<file path="src/rtl/snake_pkg.sv">
// Shared constants, coordinate type and scanner FSM states for the snake
// collision logic.
package snake_pkg;
    localparam int COORD_W   = 10;
    localparam int MAX_SEGS  = 20;
    localparam int FIRST_SEG = 2;
    localparam int SCREEN_W  = 640;
    localparam int SCREEN_H  = 480;
    localparam int BORDER    = 10;

    typedef logic [COORD_W-1:0] coord_t;

    typedef enum logic [1:0] {
        IDLE = 2'd0,
        WALL = 2'd1,
        SCAN = 2'd2,
        DONE = 2'd3
    } state_t;
endpackage

</file>
<file path="src/rtl/snake_border_gen.sv">
// Registered per-pixel wall-band flag for the VGA colour mux.
// SNAKE_WRAP_MODE_EN (torus playfield) forces the flag to 0.
module snake_border_gen #(
    parameter int COORD_W  = snake_pkg::COORD_W,
    parameter int SCREEN_W = snake_pkg::SCREEN_W,
    parameter int SCREEN_H = snake_pkg::SCREEN_H,
    parameter int BORDER   = snake_pkg::BORDER
) (
    input  logic               i_clk,
    input  logic               i_rst_n,
    input  logic [COORD_W-1:0] i_x,
    input  logic [COORD_W-1:0] i_y,
    output logic               o_border
);
    localparam logic [COORD_W-1:0] L_B  = COORD_W'(BORDER);
    localparam logic [COORD_W-1:0] L_XR = COORD_W'(SCREEN_W - BORDER);
    localparam logic [COORD_W-1:0] L_XE = COORD_W'(SCREEN_W);
    localparam logic [COORD_W-1:0] L_YB = COORD_W'(SCREEN_H - BORDER);
    localparam logic [COORD_W-1:0] L_YE = COORD_W'(SCREEN_H);

    logic w_band;
    logic w_flag;

    // Off-screen (blanking) pixels beyond the far edges are not band pixels.
    assign w_band = (i_x < L_B) || ((i_x >= L_XR) && (i_x < L_XE)) ||
                    (i_y < L_B) || ((i_y >= L_YB) && (i_y < L_YE));

`ifdef SNAKE_WRAP_MODE_EN
    assign w_flag = w_band & 1'b0;
`else
    assign w_flag = w_band;
`endif

    always_ff @(posedge i_clk or negedge i_rst_n) begin
        if (!i_rst_n) o_border <= 1'b0;
        else          o_border <= w_flag;
    end
endmodule

</file>
<file path="src/rtl/snake_collision_scanner.sv">
// Per-move collision check: snapshot head/body, test wall band, then scan live
// body segments one per clock. SNAKE_WRAP_MODE_EN disables wall hits.
module snake_collision_scanner #(
    parameter int MAX_SEGS  = snake_pkg::MAX_SEGS,
    parameter int COORD_W   = snake_pkg::COORD_W,
    parameter int FIRST_SEG = snake_pkg::FIRST_SEG,
    parameter int SCREEN_W  = snake_pkg::SCREEN_W,
    parameter int SCREEN_H  = snake_pkg::SCREEN_H,
    parameter int BORDER    = snake_pkg::BORDER
) (
    input  logic                        vga_clk,
    input  logic                        rst_n,
    input  logic                        check_start,
    input  logic                        clear,
    input  logic [7:0]                  score,
    input  logic [COORD_W-1:0]          snakex,
    input  logic [COORD_W-1:0]          snakey,
    input  logic [MAX_SEGS*COORD_W-1:0] storex,
    input  logic [MAX_SEGS*COORD_W-1:0] storey,
    input  logic [COORD_W-1:0]          x,
    input  logic [COORD_W-1:0]          y,
    output logic                        border,
    output logic                        busy,
    output logic                        check_done,
    output logic                        hit_wall,
    output logic                        hit_body,
    output logic                        game_over
);
    import snake_pkg::*;

    localparam int IDX_W = $clog2(MAX_SEGS);
    localparam logic [IDX_W-1:0]   L_FIRST  = IDX_W'(FIRST_SEG);
    localparam logic [IDX_W-1:0]   L_MAXIDX = IDX_W'(MAX_SEGS - 1);
    localparam logic [COORD_W-1:0] L_B      = COORD_W'(BORDER);
    localparam logic [COORD_W-1:0] L_XR     = COORD_W'(SCREEN_W - BORDER);
    localparam logic [COORD_W-1:0] L_YB     = COORD_W'(SCREEN_H - BORDER);

    state_t                      r_state, w_state_nx;
    logic [COORD_W-1:0]          r_hx, r_hy;
    logic [MAX_SEGS*COORD_W-1:0] r_sx, r_sy;
    logic [IDX_W-1:0]            r_last, r_idx;
    logic                        r_wall, r_body;

    logic [IDX_W-1:0]   w_last;
    logic [COORD_W-1:0] w_seg_x, w_seg_y;
    logic               w_wall_hit, w_empty, w_match;

    snake_border_gen #(
        .COORD_W  (COORD_W),
        .SCREEN_W (SCREEN_W),
        .SCREEN_H (SCREEN_H),
        .BORDER   (BORDER)
    ) u_border (
        .i_clk    (vga_clk),
        .i_rst_n  (rst_n),
        .i_x      (x),
        .i_y      (y),
        .o_border (border)
    );

    assign w_last  = (score > 8'(MAX_SEGS - 1)) ? L_MAXIDX : IDX_W'(score);
    assign w_empty = (r_last < L_FIRST);
    assign w_seg_x = r_sx[int'(r_idx)*COORD_W +: COORD_W];
    assign w_seg_y = r_sy[int'(r_idx)*COORD_W +: COORD_W];
    assign w_match = (w_seg_x == r_hx) && (w_seg_y == r_hy);

`ifdef SNAKE_WRAP_MODE_EN
    assign w_wall_hit = 1'b0;
`else
    // x >= SCREEN_W-BORDER also catches heads that ran past the right edge.
    assign w_wall_hit = (r_hx < L_B) || (r_hx >= L_XR) ||
                        (r_hy < L_B) || (r_hy >= L_YB);
`endif

    always_comb begin
        w_state_nx = r_state;
        case (r_state)
            IDLE: if (check_start) w_state_nx = WALL;
            WALL: w_state_nx = (w_wall_hit || w_empty) ? DONE : SCAN;
            SCAN: if (w_match || (r_idx == r_last)) w_state_nx = DONE;
            DONE: w_state_nx = IDLE;
            default: w_state_nx = IDLE;
        endcase
    end

    always_ff @(posedge vga_clk or negedge rst_n) begin
        if (!rst_n) begin
            r_state    <= IDLE;
            r_hx       <= '0;
            r_hy       <= '0;
            r_sx       <= '0;
            r_sy       <= '0;
            r_last     <= '0;
            r_idx      <= L_FIRST;
            r_wall     <= 1'b0;
            r_body     <= 1'b0;
            busy       <= 1'b0;
            check_done <= 1'b0;
            hit_wall   <= 1'b0;
            hit_body   <= 1'b0;
            game_over  <= 1'b0;
        end else if (clear) begin
            // Abort silently: no check_done for the dropped scan.
            r_state    <= IDLE;
            r_idx      <= L_FIRST;
            r_wall     <= 1'b0;
            r_body     <= 1'b0;
            busy       <= 1'b0;
            check_done <= 1'b0;
            hit_wall   <= 1'b0;
            hit_body   <= 1'b0;
            game_over  <= 1'b0;
        end else begin
            r_state    <= w_state_nx;
            check_done <= 1'b0;
            case (r_state)
                IDLE: if (check_start) begin
                    r_hx   <= snakex;
                    r_hy   <= snakey;
                    r_sx   <= storex;
                    r_sy   <= storey;
                    r_last <= w_last;
                    r_wall <= 1'b0;
                    r_body <= 1'b0;
                    busy   <= 1'b1;
                end
                WALL: begin
                    r_wall <= w_wall_hit;
                    r_idx  <= L_FIRST;
                end
                SCAN: begin
                    if (w_match)              r_body <= 1'b1;
                    else if (r_idx != r_last) r_idx  <= r_idx + 1'b1;
                end
                DONE: begin
                    check_done <= 1'b1;
                    busy       <= 1'b0;
                    hit_wall   <= r_wall;
                    hit_body   <= r_body;
                    game_over  <= game_over | r_wall | r_body;
                    r_idx      <= L_FIRST;
                end
                default: ;
            endcase
        end
    end
endmodule

</file>
<file path="config.mk">
export PLATFORM = sky130hd
export DESIGN_NAME = snake_collision_scanner
export DESIGN_NICKNAME = d
export VERILOG_FILES = /design/src/rtl/snake_pkg.sv /design/src/rtl/snake_border_gen.sv /design/src/rtl/snake_collision_scanner.sv
export SDC_FILE = /design/constraint.sdc
export NUM_CORES = 1
export LEC_CHECK = 0
export CORE_UTILIZATION = 53
export CTS_BUF_LIST = sky130_fd_sc_hd__clkbuf_8
export DETAILED_ROUTE_END_ITERATION = 10
export PLACE_DENSITY = 0.83
export SYNTH_ARGS = -nofsm -noshare
export SYNTH_HDL_FRONTEND = slang
export SYNTH_SLANG_ARGS = --single-unit
</file>
<file path="constraint.sdc">
create_clock -name vga_clk -period 3.77 [get_ports vga_clk]
set_input_delay 0.5655 -clock vga_clk [delete_from_list [all_inputs] [get_ports vga_clk]]
set_output_delay 0.5655 -clock vga_clk [all_outputs]
set_load 0.05 [all_outputs]
</file>
== Yosys cells after proc, flatten, opt, wreduce, memory -nomap -nowiden ==
Cells that the tools add are included.

* Add/sub/neg operators: 1
* $mul: 1
* Divide/modulo/power cells: 0
* Order comparisons: 12
* Eq/ne operators: 12
* Shifts and indexed selects: 2
* Mux-type cells: 27
* Bitwise operators: 3
* Reduce and logical (&&, ||, !) cells: 24

{| class="wikitable"
|+ Operator list
! cell !! count
|-
| $shiftx 200x10->10 || 1
|-
| $shiftx 200x32->10 || 1
|-
| $lt 10x4->1 const B || 4
|-
| $eq 10x10->1 || 2
|-
| $ge 10x10->1 const B || 2
|-
| $ge 10x9->1 const B || 2
|-
| $mux 5 || 4
|-
| $mux 1 || 15
|-
| $ne 3x3->1 const B || 5
|-
| $reduce_bool 3->1 || 4
|-
| $lt 10x10->1 const B || 1
|-
| $lt 10x9->1 const B || 1
|-
| $pmux 5 s2 || 1
|-
| $reduce_and 3->1 || 3
|-
| $gt 8x5->1 const B || 1
|-
| $logic_or 1x1->1 || 8
|-
| $mul 5x3->8 const B || 1
|-
| $pmux 2 s4 || 1
|-
| $mux 2 || 3
|-
| $pmux 1 s2 || 3
|-
| $reduce_and 2->1 || 3
|-
| $add 5x1->5 const B || 1
|-
| $eq 5x5->1 || 1
|-
| $lt 5x2->1 const B || 1
|-
| 9 further kinds || 13
|}

* Register bits after elaboration: 440
* Bits in latches: 0
* Memory bits (writable): 0
* Bits in read-only memories: 0
* Input port bits: 452
* Output and inout port bits: 6
* Logic and storage cells: 97
* Memories: 0

== Logic depth before layout (Yosys ltp) ==
Gate-level depths: netlist of the first run.

* Word-level depth: 8
* Depth in mapped cells: 16
* Gate-level depth less buffers: 10

== Hierarchy ==
From an unflattened synthesis of the first run, not the netlist that was laid out.

* Cell total of the unflattened synthesis: 2367
* Area total of the unflattened synthesis: 21101.5 um^2

{| class="wikitable"
|+ Modules (own cells, without submodules)
! module !! instances !! cells each !! area an instance (um^2) !! seq. area each (um^2)
|-
| snake_collision_scanner || 1 || 2352 || 20985.1 || 10986.8
|-
| snake_border_gen || 1 || 15 || 116.4 || 25.0
|}

== Worst setup path after synthesis of the first run ==
No wires, ideal clock.

* Kind: register -> register
* From: register r_idx[1]
* To: register r_idx[0]
* Library setup time: 125 ps
* Arrival: 3232 ps
* Required time: 3645 ps
* Setup slack: 414 ps
* Cell stages (with the launch flop): 15
* Buffers on the path: 4
* Clock period less this slack: 3356 ps
* Path through: dfstp_2 -> buf_6 -> buf_2 -> clkbuf_1 -> mux4_2 -> nand2_1 -> xor2_1 -> nor2_1 -> a2111oi_2 -> nand4_1 -> nor4_2 -> a21oi_1 -> buf_6 -> a21oi_1 -> mux2_2

* Longest elaborated chain between the ends: 6
* Elaborated cells on any way between the ends: 10
* Those cells by class: 1 x mul; 5 x eq/ne; 2 x shift; 2 x reduce/logical

{| class="wikitable"
|+ Ends and longest elaborated chain
! element !! RTL line !! text
|-
| start: declaration || snake_collision_scanner.sv:41 || <nowiki>logic [IDX_W-1:0] r_last, r_idx;</nowiki>
|-
| start signal: assignment || snake_collision_scanner.sv:133 || <nowiki>else if (r_idx != r_last) r_idx <= r_idx + 1'b1;</nowiki>
|-
| $mul 5x3->8 || snake_collision_scanner.sv:63, snake_collision_scanner.sv:64 ||
|-
| $shiftx 200x32->10 / $shiftx 200x10->10 (equally long branches) || snake_collision_scanner.sv:63, snake_collision_scanner.sv:64 ||
|-
| $eq 10x10->1 || snake_collision_scanner.sv:65 || <nowiki>assign w_match = (w_seg_x == r_hx) && (w_seg_y == r_hy);</nowiki>
|-
| $logic_and 1x1->1 || snake_collision_scanner.sv:65 ||
|-
| $ne 3x3->1 (no source line) || n/a ||
|-
| $reduce_and 3->1 (no source line) (*) || n/a ||
|}

Mark *: on every way between the ends. The rest lies on a longest branch, timed or not.
A chain may end at the register's enable or synchronous reset.

== Worst setup path in the final report of the first run ==
* From: register r_idx[0]
* To: register r_state[0]

* Longest elaborated chain between the ends: 7
* Elaborated cells on any way between the ends: 10
* Those cells by class: 1 x mul; 4 x eq/ne; 2 x shift; 3 x reduce/logical

{| class="wikitable"
|+ Ends and longest elaborated chain
! element !! RTL line !! text
|-
| $mul 5x3->8 || snake_collision_scanner.sv:63, snake_collision_scanner.sv:64 ||
|-
| $shiftx 200x32->10 / $shiftx 200x10->10 (equally long branches) || snake_collision_scanner.sv:63, snake_collision_scanner.sv:64 ||
|-
| $eq 10x10->1 || snake_collision_scanner.sv:65 ||
|-
| $logic_and 1x1->1 || snake_collision_scanner.sv:65 ||
|-
| $logic_or 1x1->1 (*) || snake_collision_scanner.sv:80 || <nowiki>SCAN: if (w_match || (r_idx == r_last)) w_state_nx = DONE;</nowiki>
|-
| $ne 3x3->1 (no source line) (*) || n/a ||
|-
| $reduce_and 2->1 (no source line) (*) || n/a ||
|-
| end signal: assignment || snake_collision_scanner.sv:114 || <nowiki>r_state <= w_state_nx;</nowiki>
|-
| end: declaration || snake_collision_scanner.sv:38 || <nowiki>state_t r_state, w_state_nx;</nowiki>
|}

Marked as above.

==> impl_metrics.tcl, run 1 <==
set metrics [dict create \
    status "complete, but fails checks" \
    violations "hold timing" \
    ys.warnings.count 0 \
    core_um2 39640 \
    synth-main-ff-cell "dfrtp_1" \
    pwr_density_cell_nw_per_um2 741.4 \
    pwr-share-seq_pct 40.0 \
    die-height_um 202.5 \
    rows 73 \
    areaGrowthSynthToFinish_pct 32.75 \
    antenna_found_initial 9 \
    slew_violations 0 \
    avgSynthCellArea_um2 8.985 \
    grt_overflow_total 0 \
    synth_top_area_share_pct 51.59 \
    switching_share_pct 38.00 \
    drv_cap 0 \
    dp_hpwl_mm 50.65 \
    worstPathArrival_ns 4.22 \
    mostFrequentLayoutCell "nand2_1" \
    insertion_delay_ns 0.64 \
    layout_worst_path_cycle_share_pct 98.30 \
    seq_area_frac_synth_pct 51.71 \
    track_usage_pct 34.02 \
    tightest_slew_ns 0.9241 \
    hold_ws_ns -0.02918 \
    synth_top_family_by_area "simple AND/OR/NAND/NOR gates" \
    synthDistinctLibCells 75 \
    final_nets 3310 \
    worstPathRequired_ns 4.28 \
    placed_cells 3284 \
    critPathSlowestCell "or4_4" \
    vias 19400 \
    synth_mux_area_share_pct 11.12 \
    clk_pin_slew_ns 0.06 \
    wl_per_cell_um 20.38 \
    grt_pass1_vias 19750 \
    worst-setup-path-type "reg -> reg" \
    synth_compound_area_share_pct 5.682 \
    post-route-util_pct 71.31 \
    drive_gt1_share_pct 10.52 \
    finalInstanceArea_um2 28270 \
    synthArstFlopShare_pct 100.0 \
    wl_mm 69.98 \
    gp_congestion 0.9262 \
    max_slew_margin_pct 38.40 \
    final_hold_viol_count 10 \
    start_util_pct 53.72 \
    setup_viol 0 \
    start_kind "register" \
    drt_iter0_drc 1580 \
    skew_ns 0.02901 \
    cp_max_fo 16 \
    synthCells 2370 \
    io_buffers 455 \
    syn_nets 2828 \
    cts_tree "built" \
    final_cell_mix "nand2_1 (1,287), clkdlybuf4s50_1 (454), dfrtp_1 (437), clkbuf_8 (95), buf_4 (83)" \
    synthXorXnorAreaFrac_pct 0.4935 \
    yosys.area_share.simple_pct 26.35 \
    ant_nets 0 \
    hold_class "in -> async" \
    min_period_ns 3.706 \
    htreeDepth 3 \
    layoutNonFillerInstCount 3434 \
    p_switching_uw 7964 \
    clock-sinks 440 \
    io_pins 458 \
    cpMostUsedCell "buf_4" \
    synth_fa_ha_area_share_pct 0.3525 \
    synth-edff-count 0 \
    pwr-share-comb_pct 39.6 \
    die_w_um 202.5 \
    dieArea_um2 40990 \
    placed_cell_area_um2 26530 \
    ys_seq_elements 440 \
    p_int_uw 12990 \
    ir_drop_mv 0.4025 \
    p_leak_uw 0.01370 \
    synth_top_cell_by_area "dfrtp_1" \
    ys_top_cells_by_area "dfrtp_1 (52%), nand2_1 (23%), mux4_2 (4.4%)" \
    grt_first_pass_wirelength_mm 107.2 \
    drc 0 \
    setup_tns_ns 0 \
    viasPerCell 5.649 \
    synth_area_um2 21300 \
    clockBufferDepth 3 \
    path_cells "buf_4, buf_12, mux4_2, a22oi_1, nor2_1, o21ai_1, nand4_1, or4_4, nor4_4, buf_4, a21oi_4, buf_6, a21o_1, a221oi_2" \
    cts_buffers 74 \
    firstDrtPassIters 5 \
    fmax_mhz 269.8 \
    grt_max_degree 141 \
    root_buffer "clkbuf_8" \
    p_clk_share_pct 20.4 \
    endpoint_kind "register" \
    slowest_delay_ns 0.58 \
]
==> repair_timing <==
item,CTS,global route
endpoints found under the setup margin,7,7
pin swaps,1,10
buffers inserted,2,15
resized for setup,7,25
hold buffers,0,0
==> layout make-up <==
cell class	instances	area (um^2)
antenna	9	22.52
clock buffer	95	1308
inverter	15	56.30
sequential	440	11020
multi-input combinational	1763	9479
fill	2860	11370
clock inverter	29	157.7
tap	525	656.9
timing repair buffer	558	5573
==> worst paths after layout <==
check	endpoint	slack, ns	from	depth (start not counted)
max	r_state[0]	0.06	r_idx[0]	14
min reg2reg	r_sx[149]	0.47	r_sx[149]	2
min in group vga_clk	r_sy[169]	0.45	storey[169]	3
max in group asynchronous	r_sx[48]	2.78	rst_n	2
max reg2reg	r_state[0]	0.06	r_idx[0]	14
min	r_sy[97]	-0.03	rst_n	1
==> registers in the layout (all words and copies together) (netlist names) <==
register,count
hit_wall,1
u_border.o_border,1
check_done,1
r_state,2
game_over,1
busy,1
r_body,1
r_idx,5
r_last,5
r_sx,200
r_hx,10
r_hy,10
r_wall,1
r_sy,200
hit_body,1
==> critical path, delay by kind of cell, from the launching register on <==
kind,cells,cell delay (ns)
flops,1,0.49
buf+inv,4,0.64
simple gates,4,0.96
mux,1,0.54
compound gates,5,0.94
==> Yosys cell counts, types with 6 or more instances <==
library cell / instances
mux2i_1: 81
dfrtp_1: 439
nand3_1: 21
a31oi_1: 11
nand2_1: 1287
nor4_1: 9
clkbuf_1: 108
mux4_2: 42
nor2_1: 43
mux2_2: 10
a22oi_1: 32
a21oi_1: 21
ha_1: 6
nand4_1: 13
inv_1: 12
xnor2_1: 8
o22ai_1: 11
nor3_1: 8
o21ai_0: 29
a221oi_1: 8
nor2b_1: 6
mux4_1: 19
nand2b_1: 6
buf_8: 7
buf_6: 12
o32ai_1: 7
or3_1: 6
buf_2: 10
==> cell families after synthesis <==
group / after synthesis
flip-flops: 440
buffers and inverters: 167
XOR/XNOR: 12
adder cells (fa/ha/maj): 6
AND/OR/NAND/NOR: 1426
multiplexers: 152
AO/OA/AOI/OAI: 167
==> routing by layer <==
layer | vias to the layer above | track usage [%] | wire length (um)
met5 | - | 0 | 14
met4 | 2 | 16.62 | 3293
met3 | 190 | 6.164 | 5357
met2 | 988 | 55.14 | 33460
met1 | 9490 | 44.37 | 27850
li1 | 8730 | - | -
==> power groups by stage <==
stage               Sequential (uW)  Combinational [uW]  Clock (uW)
floorplan                      7760                5600           0
CTS                            8320                7990        4310
finish                         8390                8290        4280
global placement               8230                7600           0
global route                   8570                9080        4520
detailed placement             8390                7850           0
==> stage by stage <==
stage / power [uW] / setup slack (ns)
2_1_floorplan: 13360 / 0.4135
5_1_grt: 22170 / -0.03656
6_report: 20960 / 0.06391
3_5_place_dp: 16230 / -0.1006
3_3_place_gp: 15830 / -0.04930
4_1_cts: 20630 / 0.05540
No activity file was read; power rests on OpenSTA's default activity.
==> run 2, diff against run 1 <==
--- a/config.mk
+++ b/config.mk
@@ -8,6 +8,7 @@
 export CORE_UTILIZATION = 53
 export CTS_BUF_LIST = sky130_fd_sc_hd__clkbuf_8
 export DETAILED_ROUTE_END_ITERATION = 10
+export GPL_TIMING_DRIVEN = 0
 export PLACE_DENSITY = 0.83
 export SYNTH_ARGS = -nofsm -noshare
 export SYNTH_HDL_FRONTEND = slang
==> impl_metrics.tcl, run 2 (synthesized netlist as in run 1, its figures left out) <==
set metrics [dict create \
    status "complete, but fails checks" \
    violations "setup timing" \
    fmax_mhz 253.9 \
    wl_mm 82.54 \
    max_slew_margin_pct 6.778 \
    dieArea_um2 40990 \
    ant_nets 0 \
    min_path_cells 2 \
    critPathSlowestCell "mux4_2" \
    mostFrequentLayoutCell "nand2_1" \
    place_ws_ns -1.233 \
    ir_drop_mv 0.3387 \
    hold_class "in -> reg" \
    start_kind "register" \
    path_cells "buf_12, buf_16, buf_16, buf_6, mux4_2, nand2_1, a21oi_1, a32o_2, nor4_2, nand4_1, nor4_4, a21oi_2, buf_6, or3_1, a31oi_1" \
    final_hold_viol_count 0 \
    pwr_density_cell_nw_per_um2 764.8 \
    worst-path-buf-inv 5 \
    clock-sinks 440 \
    worstReg2RegStart "r_idx[0]" \
    hold_ws_ns 0.1466 \
    grt_setup_unrepaired "yes" \
    drc 0 \
    r2r_setup_slack_ns -0.17 \
    layout_worst_path_cycle_share_pct 104.5 \
    worst-setup-path-type "reg -> reg" \
    worstHoldEndpoint "r_state[0]" \
    gp_congestion 0.9742 \
    drive_gt1_share_pct 9.672 \
    grt_pass1_vias 21130 \
    die_w_um 202.5 \
    grt_max_degree 125 \
    clockBufferDepth 3 \
    worstPathArrival_ns 4.47 \
    track_usage_pct 40.41 \
    slowest_delay_ns 0.55 \
    tightest_slew_ns 1.393 \
    final_cell_mix "nand2_1 (1,286), clkdlybuf4s50_1 (453), dfrtp_1 (438), clkbuf_1 (100), clkbuf_8 (97)" \
    p_leak_uw 0.01384 \
    dp_hpwl_mm 60.62 \
    setup_viol 7 \
    root_buffer "clkbuf_8" \
    htreeDepth 3 \
    cts_buffers 74 \
    finalWorstSetupSlack_ns -0.1683 \
    viasPerCell 5.849 \
    insertion_delay_ns 0.63 \
    antenna_found_initial 0 \
    drv_cap 0 \
    cts_tree "built" \
    skew_ns 0.02430 \
    start_util_pct 53.72 \
    wl_per_cell_um 23.49 \
    worstPathRequired_ns 4.30 \
    die-height_um 202.5 \
    core_um2 39640 \
    io_buffers 454 \
    largest_registers "r_sx (200), r_sy (200)" \
    grt_first_pass_wirelength_mm 122.9 \
    drt_iter0_drc 2344 \
    hp-start "clear" \
    firstDrtPassIters 7 \
    final_nets 3395 \
    endpoint_kind "register" \
    clk_pin_slew_ns 0.06 \
    slew_violations 0 \
    worstRegToRegCells 15 \
    rows 73 \
    vias 20550 \
    areaGrowthSynthToFinish_pct 35.00 \
    grt_overflow_total 0 \
    path_delay_family "simple AND/OR/NAND/NOR gates" \
    min_period_ns 3.938 \
    cp_max_fo 7 \
    r2r_end "r_idx[4]" \
    io_pins 458 \
]
## run 2: cell count changes in the layout (fill, tap and decap cells not counted), moves of 6 or more
cell	previous run	this run
inv_1	28	40
buf_16	1	8
buf_2	0	6
buf_4	83	29
diode_2	9	1
buf_6	2	9
clkbuf_1	0	100
## run 2: timing repair
| item | 4_1_cts | 5_1_grt |
|---|---|---|
| hold endpoints to repair | 57 | 0 |
| resized for setup | 69 | 29 |
| hold buffers | 1 | 0 |
| endpoints found under the setup margin | 8 | 8 |
| cloned | 2 | 0 |
| buffers inserted | 19 | 13 |
| pin swaps | 10 | 10 |
## run 2: power by group
group	switching, uW	total [uW]	internal (uW)
registers	1400	8290	6890
clock network	1940	4210	2270
logic	5400	9480	4080
## run 2: layer usage
layer,track usage (%),share of wire (%),up-vias
li1,-,-,8918
met1,51.14,37,10020
met2,64.68,47,1330
met3,8.973,11,283
met4,22.58,5.5,0
met5,0,0,-
## run 2: worst reg2reg max path, stage by stage, from the launching register on
cell and delay [ns]:
dfrtp_1 0.40, buf_12 0.20, buf_16 0.17, buf_16 0.17, buf_6 0.13, mux4_2 0.55
nand2_1 0.10, a21oi_1 0.11, a32o_2 0.26, nor4_2 0.29, nand4_1 0.19, nor4_4 0.46
a21oi_2 0.15, buf_6 0.17, or3_1 0.30, a31oi_1 0.17
## run 2: worst max-delay path by stage
stage,from,to,cells past startpoint
final,r_idx[0],r_idx[4],15
after global routing,r_idx[0],r_idx[4],15
after CTS,r_idx[1],r_idx[4],14
after detailed placement,r_idx[1],r_idx[0],13
after global placement,rst_n,r_sx[70],1
after floorplan,r_idx[1],r_idx[0],14
## run 2: per-stage QoR
step	cells	instance area [um^2]	utilization, %	TNS [ns]	power (uW)
finish	3514	28750	72.52	-0.9500	21990
CTS	3500	28520	71.95	0	21470
detailed placement	3352	26580	67.06	-8.726	16770
floorplan	2370	21300	-	0	13360
global route	3513	28750	72.52	-1.263	23040
global placement	3349	26500	66.84	-7137.34	16410
## run 2: cell type report
| cell class | instances | area (um^2) |
|---|---|---|
| Sequential cell | 440 | 11010 |
| Fill cell | 2865 | 10890 |
| Multi-Input combinational cell | 1763 | 9580 |
| Timing Repair Buffer | 492 | 4965 |
| Clock buffer | 93 | 1280 |
| Buffer | 151 | 1031 |
| Tap cell | 525 | 656.9 |
| Clock inverter | 34 | 162.7 |
| Inverter | 15 | 57.56 |
| Antenna cell | 1 | 2.502 |
